`src/rtl/esdi_cmd_serializer_if.sv`:
```
// Fabric command/response handshake plus the ESDI serial control pins.
// slave is the serializer's view; master is the fabric/drive side.
interface esdi_cmd_serializer_if;
    logic        cmd_valid;
    logic        cmd_ready;
    logic [15:0] cmd_data;
    logic        cmd_read_status;
    logic        rsp_valid;
    logic        rsp_ready;
    logic [15:0] rsp_status;
    logic        rsp_parity_err;
    logic        rsp_timeout;
    logic        esdi_transfer_req;
    logic        esdi_command_data;
    logic        esdi_transfer_ack;
    logic        esdi_confstat_data;

    modport master (
        output cmd_valid, cmd_data, cmd_read_status, rsp_ready,
               esdi_transfer_ack, esdi_confstat_data,
        input  cmd_ready, rsp_valid, rsp_status, rsp_parity_err, rsp_timeout,
               esdi_transfer_req, esdi_command_data
    );

    modport slave (
        input  cmd_valid, cmd_data, cmd_read_status, rsp_ready,
               esdi_transfer_ack, esdi_confstat_data,
        output cmd_ready, rsp_valid, rsp_status, rsp_parity_err, rsp_timeout,
               esdi_transfer_req, esdi_command_data
    );
endinterface

```
`src/rtl/esdi_cmd_serializer.sv`:
```
// ESDI serial command engine: shifts a 17-bit odd-parity command frame out on the
// REQ/ACK handshake and optionally reads back a 17-bit status frame.
module esdi_cmd_serializer #(
    parameter int SETUP_CYCLES   = 4,
    parameter int TIMEOUT_CYCLES = 100000,
    parameter int SYNC_STAGES    = 2
) (
    input  logic                 aclk,
    input  logic                 aresetn,
    esdi_cmd_serializer_if.slave bus
);

    localparam int CNT_MAX = (TIMEOUT_CYCLES > SETUP_CYCLES) ? TIMEOUT_CYCLES : SETUP_CYCLES;
    localparam int CNT_W   = $clog2(CNT_MAX + 1);
    localparam logic [CNT_W-1:0] SETUP_LAST = CNT_W'(SETUP_CYCLES - 1);
    localparam logic [CNT_W-1:0] TO_LAST    = CNT_W'(TIMEOUT_CYCLES - 1);

    typedef enum logic [2:0] {
        IDLE, C_SETUP, C_REQ, C_REL, S_REQ, S_REL, RESP
    } state_t;

    state_t                 state_q, state_d;
    logic [CNT_W-1:0]       cnt_q, cnt_d;
    logic [4:0]             bit_cnt_q, bit_cnt_d;
    logic [16:0]            frame_q, frame_d;
    logic [16:0]            stat_q, stat_d;
    logic                   rd_q, rd_d;
    logic [SYNC_STAGES-1:0] ack_sync_q, conf_sync_q;
    logic                   req_q, req_d;
    logic                   cdat_q, cdat_d;
    logic                   ready_q, ready_d;
    logic                   rsp_valid_q, rsp_valid_d;
    logic [15:0]            rsp_status_q, rsp_status_d;
    logic                   rsp_perr_q, rsp_perr_d;
    logic                   rsp_to_q, rsp_to_d;
    logic                   ack_s, conf_s, timeout;

    assign ack_s  = ack_sync_q[SYNC_STAGES-1];
    assign conf_s = conf_sync_q[SYNC_STAGES-1];

    always_comb begin
        state_d      = state_q;
        bit_cnt_d    = bit_cnt_q;
        frame_d      = frame_q;
        stat_d       = stat_q;
        rd_d         = rd_q;
        rsp_status_d = rsp_status_q;
        rsp_perr_d   = rsp_perr_q;
        rsp_to_d     = rsp_to_q;
        timeout      = 1'b0;

        case (state_q)
            IDLE: begin
                if (ready_q && bus.cmd_valid) begin
                    frame_d   = {bus.cmd_data, ~^bus.cmd_data};
                    rd_d      = bus.cmd_read_status;
                    bit_cnt_d = '0;
                    state_d   = C_SETUP;
                end
            end
            C_SETUP: begin
                if (cnt_q == SETUP_LAST) state_d = C_REQ;
            end
            C_REQ: begin
                if (ack_s) state_d = C_REL;
                else if (cnt_q == TO_LAST) timeout = 1'b1;
            end
            C_REL: begin
                if (!ack_s) begin
                    if (bit_cnt_q != 5'd16) begin
                        bit_cnt_d = bit_cnt_q + 5'd1;
                        frame_d   = {frame_q[15:0], 1'b0};
                        state_d   = C_SETUP;
                    end else begin
                        bit_cnt_d = '0;
                        stat_d    = '0;
                        state_d   = rd_q ? S_REQ : RESP;
                    end
                end else if (cnt_q == TO_LAST) begin
                    timeout = 1'b1;
                end
            end
            S_REQ: begin
                if (ack_s) begin
                    stat_d  = {stat_q[15:0], conf_s};
                    state_d = S_REL;
                end else if (cnt_q == TO_LAST) begin
                    timeout = 1'b1;
                end
            end
            S_REL: begin
                if (!ack_s) begin
                    if (bit_cnt_q != 5'd16) begin
                        bit_cnt_d = bit_cnt_q + 5'd1;
                        state_d   = S_REQ;
                    end else begin
                        state_d = RESP;
                    end
                end else if (cnt_q == TO_LAST) begin
                    timeout = 1'b1;
                end
            end
            RESP: begin
                if (bus.rsp_ready) state_d = IDLE;
            end
            default: state_d = IDLE;
        endcase

        if (timeout) state_d = RESP;

        // Response fields are captured once on RESP entry and cleared on hand-off.
        if (state_d == RESP && state_q != RESP) begin
            rsp_to_d     = timeout;
            rsp_status_d = (timeout || !rd_q) ? '0 : stat_d[16:1];
            rsp_perr_d   = (!timeout && rd_q) ? ~(^stat_d) : 1'b0;
        end else if (state_q == RESP && state_d == IDLE) begin
            rsp_to_d     = 1'b0;
            rsp_status_d = '0;
            rsp_perr_d   = 1'b0;
        end

        if (state_d != state_q)
            cnt_d = '0;
        else if (state_q inside {C_SETUP, C_REQ, C_REL, S_REQ, S_REL})
            cnt_d = cnt_q + CNT_W'(1);
        else
            cnt_d = '0;

        req_d       = (state_d inside {C_REQ, S_REQ});
        cdat_d      = (state_d inside {C_SETUP, C_REQ, C_REL}) ? frame_d[16] : 1'b0;
        ready_d     = (state_d == IDLE);
        rsp_valid_d = (state_d == RESP);
    end

    always_ff @(posedge aclk) begin
        if (!aresetn) begin
            state_q      <= IDLE;
            cnt_q        <= '0;
            bit_cnt_q    <= '0;
            frame_q      <= '0;
            stat_q       <= '0;
            rd_q         <= 1'b0;
            ack_sync_q   <= '0;
            conf_sync_q  <= '0;
            req_q        <= 1'b0;
            cdat_q       <= 1'b0;
            ready_q      <= 1'b0;
            rsp_valid_q  <= 1'b0;
            rsp_status_q <= '0;
            rsp_perr_q   <= 1'b0;
            rsp_to_q     <= 1'b0;
        end else begin
            state_q      <= state_d;
            cnt_q        <= cnt_d;
            bit_cnt_q    <= bit_cnt_d;
            frame_q      <= frame_d;
            stat_q       <= stat_d;
            rd_q         <= rd_d;
            ack_sync_q   <= {ack_sync_q[SYNC_STAGES-2:0], bus.esdi_transfer_ack};
            conf_sync_q  <= {conf_sync_q[SYNC_STAGES-2:0], bus.esdi_confstat_data};
            req_q        <= req_d;
            cdat_q       <= cdat_d;
            ready_q      <= ready_d;
            rsp_valid_q  <= rsp_valid_d;
            rsp_status_q <= rsp_status_d;
            rsp_perr_q   <= rsp_perr_d;
            rsp_to_q     <= rsp_to_d;
        end
    end

    assign bus.cmd_ready         = ready_q;
    assign bus.rsp_valid         = rsp_valid_q;
    assign bus.rsp_status        = rsp_status_q;
    assign bus.rsp_parity_err    = rsp_perr_q;
    assign bus.rsp_timeout       = rsp_to_q;
    assign bus.esdi_transfer_req = req_q;
    assign bus.esdi_command_data = cdat_q;

endmodule

```
`src/flat_wrapper.sv`:
```
// flat-port wrapper written by rule: the top's interface ports become plain ports
module esdi_cmd_serializer_flat 
#(
    parameter int SETUP_CYCLES   = 4,
    parameter int TIMEOUT_CYCLES = 100000,
    parameter int SYNC_STAGES    = 2
)
  (aclk, aresetn, bus_cmd_valid, bus_cmd_data, bus_cmd_read_status, bus_rsp_ready, bus_esdi_transfer_ack, bus_esdi_confstat_data, bus_cmd_ready, bus_rsp_valid, bus_rsp_status, bus_rsp_parity_err, bus_rsp_timeout, bus_esdi_transfer_req, bus_esdi_command_data);
  esdi_cmd_serializer_if bus_i ();
  input  logic aclk;
  input  logic aresetn;
  input wire logic [$bits(bus_i.cmd_valid)-1:0] bus_cmd_valid;
  input wire logic [$bits(bus_i.cmd_data)-1:0] bus_cmd_data;
  input wire logic [$bits(bus_i.cmd_read_status)-1:0] bus_cmd_read_status;
  input wire logic [$bits(bus_i.rsp_ready)-1:0] bus_rsp_ready;
  input wire logic [$bits(bus_i.esdi_transfer_ack)-1:0] bus_esdi_transfer_ack;
  input wire logic [$bits(bus_i.esdi_confstat_data)-1:0] bus_esdi_confstat_data;
  output wire logic [$bits(bus_i.cmd_ready)-1:0] bus_cmd_ready;
  output wire logic [$bits(bus_i.rsp_valid)-1:0] bus_rsp_valid;
  output wire logic [$bits(bus_i.rsp_status)-1:0] bus_rsp_status;
  output wire logic [$bits(bus_i.rsp_parity_err)-1:0] bus_rsp_parity_err;
  output wire logic [$bits(bus_i.rsp_timeout)-1:0] bus_rsp_timeout;
  output wire logic [$bits(bus_i.esdi_transfer_req)-1:0] bus_esdi_transfer_req;
  output wire logic [$bits(bus_i.esdi_command_data)-1:0] bus_esdi_command_data;
  assign bus_i.cmd_valid = bus_cmd_valid;
  assign bus_i.cmd_data = bus_cmd_data;
  assign bus_i.cmd_read_status = bus_cmd_read_status;
  assign bus_i.rsp_ready = bus_rsp_ready;
  assign bus_i.esdi_transfer_ack = bus_esdi_transfer_ack;
  assign bus_i.esdi_confstat_data = bus_esdi_confstat_data;
  assign bus_cmd_ready = bus_i.cmd_ready;
  assign bus_rsp_valid = bus_i.rsp_valid;
  assign bus_rsp_status = bus_i.rsp_status;
  assign bus_rsp_parity_err = bus_i.rsp_parity_err;
  assign bus_rsp_timeout = bus_i.rsp_timeout;
  assign bus_esdi_transfer_req = bus_i.esdi_transfer_req;
  assign bus_esdi_command_data = bus_i.esdi_command_data;
  esdi_cmd_serializer #(.SETUP_CYCLES(SETUP_CYCLES), .TIMEOUT_CYCLES(TIMEOUT_CYCLES), .SYNC_STAGES(SYNC_STAGES)) u_core (.aclk(aclk), .aresetn(aresetn), .bus(bus_i));
endmodule
```
`config.mk`:
```
export PLATFORM = sky130hd
export DESIGN_NAME = esdi_cmd_serializer_flat
export DESIGN_NICKNAME = d
export VERILOG_FILES = /design/src/rtl/esdi_cmd_serializer_if.sv /design/src/rtl/esdi_cmd_serializer.sv /design/src/flat_wrapper.sv
export SDC_FILE = /design/constraint.sdc
export NUM_CORES = 1
export LEC_CHECK = 0
export BUFFER_PORTS_ARGS = -buffer_cell sky130_fd_sc_hd__buf_2
export CORE_UTILIZATION = 40
export CTS_CLUSTER_DIAMETER = 120
export CTS_CLUSTER_SIZE = 28
export DETAILED_ROUTE_END_ITERATION = 7
export PLACE_DENSITY_LB_ADDON = 0.12
export SETUP_SLACK_MARGIN = 0.4
export SYNTH_ARGS = -nofsm -noshare
export SYNTH_HDL_FRONTEND = slang
export SYNTH_SLANG_ARGS = --single-unit
```
`constraint.sdc`:
```
create_clock -name aclk -period 5.7 [get_ports aclk]
set_clock_uncertainty 0.05 [all_clocks]
set_input_delay 0 -clock aclk [delete_from_list [all_inputs] [get_ports aclk]]
set_output_delay 0 -clock aclk [all_outputs]
set_load 0.05 [all_outputs]
```
# Word level (Yosys, flattened, before mapping)
# Index checks and enable logic that the tools add are counted.
[totals]
ff_bits = 86
out_inout_bits = 22
[classes]
bitwise_logic = 3
reduce_logical = 24
n_addsub = 2
eq_ne = 21
n_mux = 37
[op_table]
columns = ["operator", "count"]
rows = [
  ["17-bit two-way mux", 6],
  ["17-bit one-hot mux with 2 select lines", 2],
  ["16-bit two-way mux", 3],
  ["3-bit two-way mux", 9],
  ["5-bit two-way mux", 5],
  ["3-bit one-hot mux with 7 select lines", 1],
  ["17-bit by 1-bit adder with 17-bit output, second input constant", 1],
  ["17-bit equality test, second input constant", 1],
  ["17-bit by 2-bit equality test with 1-bit output, second input constant", 1],
  ["17-bit parity", 1],
  ["16-bit XNOR reduction", 1],
  ["3-bit equality test, second input constant", 5],
  ["5-bit one-hot mux with 3 select lines", 1],
  ["3-bit by 2-bit equality test with 1-bit output, second input constant", 4],
  ["1-bit two-way mux", 7],
  ["3-bit by 1-bit equality test with 1-bit output, second input constant", 2],
  ["3-bit zero test", 2],
  ["2-bit by 1-bit inequality test with 1-bit output, second input constant", 3],
  ["2-bit nonzero test", 3],
  ["3-bit nonzero test", 2],
  ["5-bit by 1-bit adder with 5-bit output, second input constant", 1],
  ["5-bit inequality test, second input constant", 1],
  ["5-bit AND reduction", 1],
  ["5-bit nonzero test", 1],
  ["13 further kinds", 23],
]

# Longest topological paths before layout
[depth]
ltp_word = 9
mapped_depth = 11

# Least setup slack after synthesis
# Ideal clock, no wire load.
[synth_path]
path_type = "reg2reg"
startpoint = "reg u_core.bit_cnt_q[0]"
endpoint = "reg u_core.rsp_status_q[13] (netlist: u_core.bus.rsp_status[13])"
stages_incl_launch_ff = 12
slack_ns = 3.308
setup_time_ns = 0.117
t_required_ns = 5.533
t_arrival_ns = 2.225
synth_period_minus_slack_ns = 2.392
cell_sequence = "dfxtp_1 inv_1 ha_1 and4bb_1 nand2b_1 a222oi_1 o21bai_1 a21oi_2 and4_1 buf_2 buf_4 a22o_1"
[synth_between]
elab_chain_len = 8
word_cells_on_any_way = 17
[synth_rtl]
columns = ["element", "line", "source"]
rows = [
  ["start, declared", "esdi_cmd_serializer.sv:24", "logic [4:0] bit_cnt_q, bit_cnt_d;"],
  ["start signal, assigned", "esdi_cmd_serializer.sv:155", "bit_cnt_q <= bit_cnt_d;"],
  ["5-bit inequality test *", "esdi_cmd_serializer.sv:70, esdi_cmd_serializer.sv:93", ""],
  ["3-bit two-way mux or 2-bit two-way mux (tied branches)", "esdi_cmd_serializer.sv:70, esdi_cmd_serializer.sv:93", ""],
  ["3-bit two-way mux (on tied branches)", "esdi_cmd_serializer.sv:69, esdi_cmd_serializer.sv:92", ""],
  ["3-bit one-hot mux with 7 select lines", "esdi_cmd_serializer.sv:52", "case (state_q)"],
  ["3-bit two-way mux", "esdi_cmd_serializer.sv:109", "if (timeout) state_d = RESP;"],
  ["3-bit equality test or 3-bit zero test (tied branches)", "esdi_cmd_serializer.sv:112, esdi_cmd_serializer.sv:116", ""],
  ["1-bit logical AND (on tied branches)", "esdi_cmd_serializer.sv:112, esdi_cmd_serializer.sv:116", ""],
  ["16-bit two-way mux or 2-bit nonzero test (tied branches)", "n/a", ""],
  ["end signal, assigned", "esdi_cmd_serializer.sv:165", "rsp_status_q <= rsp_status_d;"],
  ["end, declared", "esdi_cmd_serializer.sv:33", "logic [15:0] rsp_status_q, rsp_status_d;"],
]
# Every way passes the cells marked *; elsewhere a longest branch is shown, timed or not.
# A chain may end at the register's enable or synchronous reset.

# Worst setup path after layout
[layout_path]
startpoint = "reg u_core.bit_cnt_q[0]"
endpoint = "reg u_core.rsp_status_q[12] (netlist: u_core.bus.rsp_status[12])"
# Same word-level chain as after synthesis.

==> results.md <==
- Top-count cell post-synth: dfxtp_1
- GR Util All Layers: 17.39%
- Crit path from: u_core.bit_cnt_q[0]
- Gr ovfl total: 0
- Sink Count: 86
- Critical Path RT: 5940 ps
- Final setup viols: 0
- Cts hold-fix bufs: 18
- YS warnings: 0
- Die width: 103.7 microns
- Share of layout cells above drive strength 1: 14.20%
- Clk pin slew, worst setup/hold paths: 80 ps
- FILL cells: 996
- Top post-synthesis cells by area: dfxtp_1 (42%), a22o_1 (5.5%), xnor2_1 (4.9%)
- Final min period: 3184 ps
- WL per Instance: 14.24 microns
- Top cell type's share of synthesized area: 41.60%
- Nets: 517
- Mapped Cells: 442
- Max FO, Critical Path: 20
- Mux contribution to synthesized area: 1.995%
- Slew margin rel.: 24.28%
- Synth top cells by count: dfxtp_1 (86), nor2_1 (45), a22o_1 (26), and2_1 (26), nand2_1 (24)
- Seq/Total Area, Yosys: 41.60%
- Row count: 36
- DRC: 0
- Placed Area: 4392 sq um
- Final hold vios: 0
- Wire length after detailed routing: 8913 microns
- Hold WC Path Type: in -> reg
- Starting DRT DRC Count: 222
- Worst Setup EP: u_core.bus.rsp_status[12]
- Reg-to-Reg Start: u_core.bit_cnt_q[0]
- Vias in the first global route: 3242
- Synth Area in Simple Gates: 20.86%
- Post-synthesis compound-gate area fraction: 20.50%
- Seq cells post-synth: 86
- Netlist Area Pre-Place: 4139 sq um
- H-tree depth: 3
- N_diodes: 0
- Quantity of gates resized following cts: 0
- Vias/cell: 5.280
- Port Buffers: 44
- Synthesized-area fraction occupied by xor and xnor cells: 9.220%
- Worst reg2reg path endpoint: u_core.bus.rsp_status[12]
- Post-synth top flop: dfxtp_1
- CP Class: reg -> reg
- Max Buffers Root-to-Sink: 2
- Antenna violations before repair: 0
- Worst skew pair latency: 350 ps
- Core area: 9910 sq um
- EDFF count, synth: 0
- CTS tree: done
- LEAKAGE: 1.773 nW
- Routability Congestion: 0.8286
- Top Ports: 45
- Synth area leader: dfxtp_1
- CP startpoint kind: flop
- First-pass GRT wire length: 15410 microns
- Synthesis-to-finish area growth: 15.18%
- Setup bufs post-CTS: 0
- Crit end category: flop
- Synth Net Count: 468
- Via Count: 3305
- Least-Margin Pin Slew: 1133 ps
- Die area: 10760 sq um
- Setup TNS: 0 ps
- Total CTS buffers: 9
- Starting Density: 41.77%
- Die height: 103.7 microns
- Reg-to-reg slack, setup: 2520 ps
- R2R depth: 9
- RSZ-0062 raised after global routing: no
- Worst EP arrival: 3430 ps
- Adder-Cell Fraction of Synth Area: 0.9069%
- Multi-input gate area: 2220 sq um
- Period utilization: 55.86%
- CTS Root Cell: clkbuf_8
- DP HPWL: 5819 microns
- Final Cell Area: 4767 sq um
- Fmax: 0.3141 GHz
- Syn_area_per_cell: 9.364 sq um
- FFs w/ async S/R, synth: 0%
- Largest family of logic cells by synthesized area: simple AND/OR/NAND/NOR gates
- ANT nets after route: 0
- TritonRoute pass-1 iters: 7
- Power Density: 242.0 nW/um^2
- Worst vdd ir: 0.1644 mV
- Max-slew violation count: 0
- Count of different cell masters after synthesis: 56
- Max cap viols: 0
- Outcome: finished clean
- Register area: 1722 sq um
- Pin count of the biggest net entering global routing: 49
-- where the power goes --
| group | internal (mW) | switching (mW) |
|---|---|---|
| Clock | 0.231 | 0.200 |
| Combinational | 0.0503 | 0.0487 |
| Sequential | 0.612 | 0.0114 |
-- worst max-delay path, stage by stage (launching register included) --
cell      delay, ps
dfxtp_1         400
inv_1            60
ha_1            190
and4bb_1        460
nand2b_1        290
a222oi_1        440
o21bai_1        260
a21oi_2         100
nor3b_4         630
a22o_1          250
-- worst min-delay path by stage --
stage | startpoint | end | slack [ps] | cells after the start
global route | bus_rsp_ready | u_core.bus.rsp_timeout | 180 | 5
detailed placement | bus_esdi_confstat_data | u_core.conf_sync_q[0] | 170 | 2
floorplan | bus_esdi_transfer_ack | u_core.ack_sync_q[0] | 80 | 1
CTS | bus_rsp_ready | u_core.bus.rsp_timeout | 150 | 5
global placement | bus_esdi_confstat_data | u_core.conf_sync_q[0] | 160 | 2
finish | bus_rsp_ready | u_core.bus.rsp_timeout | 180 | 5
-- cell usage in the layout (no fill, tap or decap), types with 13 or more instances in the layout --
cell type / count
a222oi_1: 16
a22o_1: 26
and2_1: 26
buf_2: 44
dfxtp_1: 86
dlygate4sd3_1: 18
inv_1: 13
nand2_1: 24
nor2_1: 45
nor2b_1: 20
o21ai_0: 16
xnor2_1: 23
xor2_1: 18
-- state kept, by name (all words and copies together), names as in the netlist --
| register | cells |
|---|---|
| u_core.bit_cnt_q | 5 |
| u_core.bus.rsp_parity_err | 1 |
| u_core.frame_q | 17 |
| u_core.stat_q | 17 |
| u_core.bus.cmd_ready | 1 |
| u_core.state_q | 3 |
| u_core.bus.rsp_valid | 1 |
| u_core.conf_sync_q | 2 |
| u_core.ack_sync_q | 2 |
| u_core.cnt_q | 17 |
| u_core.bus.rsp_status | 16 |
| u_core.bus.esdi_command_data | 1 |
| u_core.bus.esdi_transfer_req | 1 |
| u_core.bus.rsp_timeout | 1 |
| u_core.rd_q | 1 |
-- logic make-up (layout without fill, tap and decap cells) --
group	after synthesis	count (layout)
AO/OA/AOI/OAI	106	106
XOR/XNOR	42	42
adder cells (fa/ha/maj)	3	3
buffers and inverters	39	90
flip-flops	86	86
multiplexers	8	8
AND/OR/NAND/NOR	158	158
-- metal layers --
layer / GRT usage [%] / share of wire [%]
met5: 0 / 0
met4: 5.204 / 1.2
met3: 4.028 / 3.3
met2: 29.05 / 47
met1: 22.29 / 49
-- cell type report --
class | count | area share, %
Clock buffer | 12 | 3.465
Multi-Input combinational cell | 317 | 46.56
Tap cell | 133 | 3.491
Timing Repair Buffer | 64 | 8.714
Sequential cell | 86 | 36.12
Inverter | 13 | 1.024
Clock inverter | 1 | 0.6299
-- per-stage QoR --
step	util, %	power [mW]	hold WS (ps)	instances	setup slack [ps]
detailed placement	44.32	0.7274	173.1	595	2521
floorplan	-	0.7034	77.29	442	3308
CTS	48.11	1.172	152.7	626	2495
finish	48.11	1.154	183.8	626	2516
global placement	44.32	0.7258	160.8	595	2625
global route	48.11	1.208	175.6	626	2268
(Power assumes the default switching activity.)
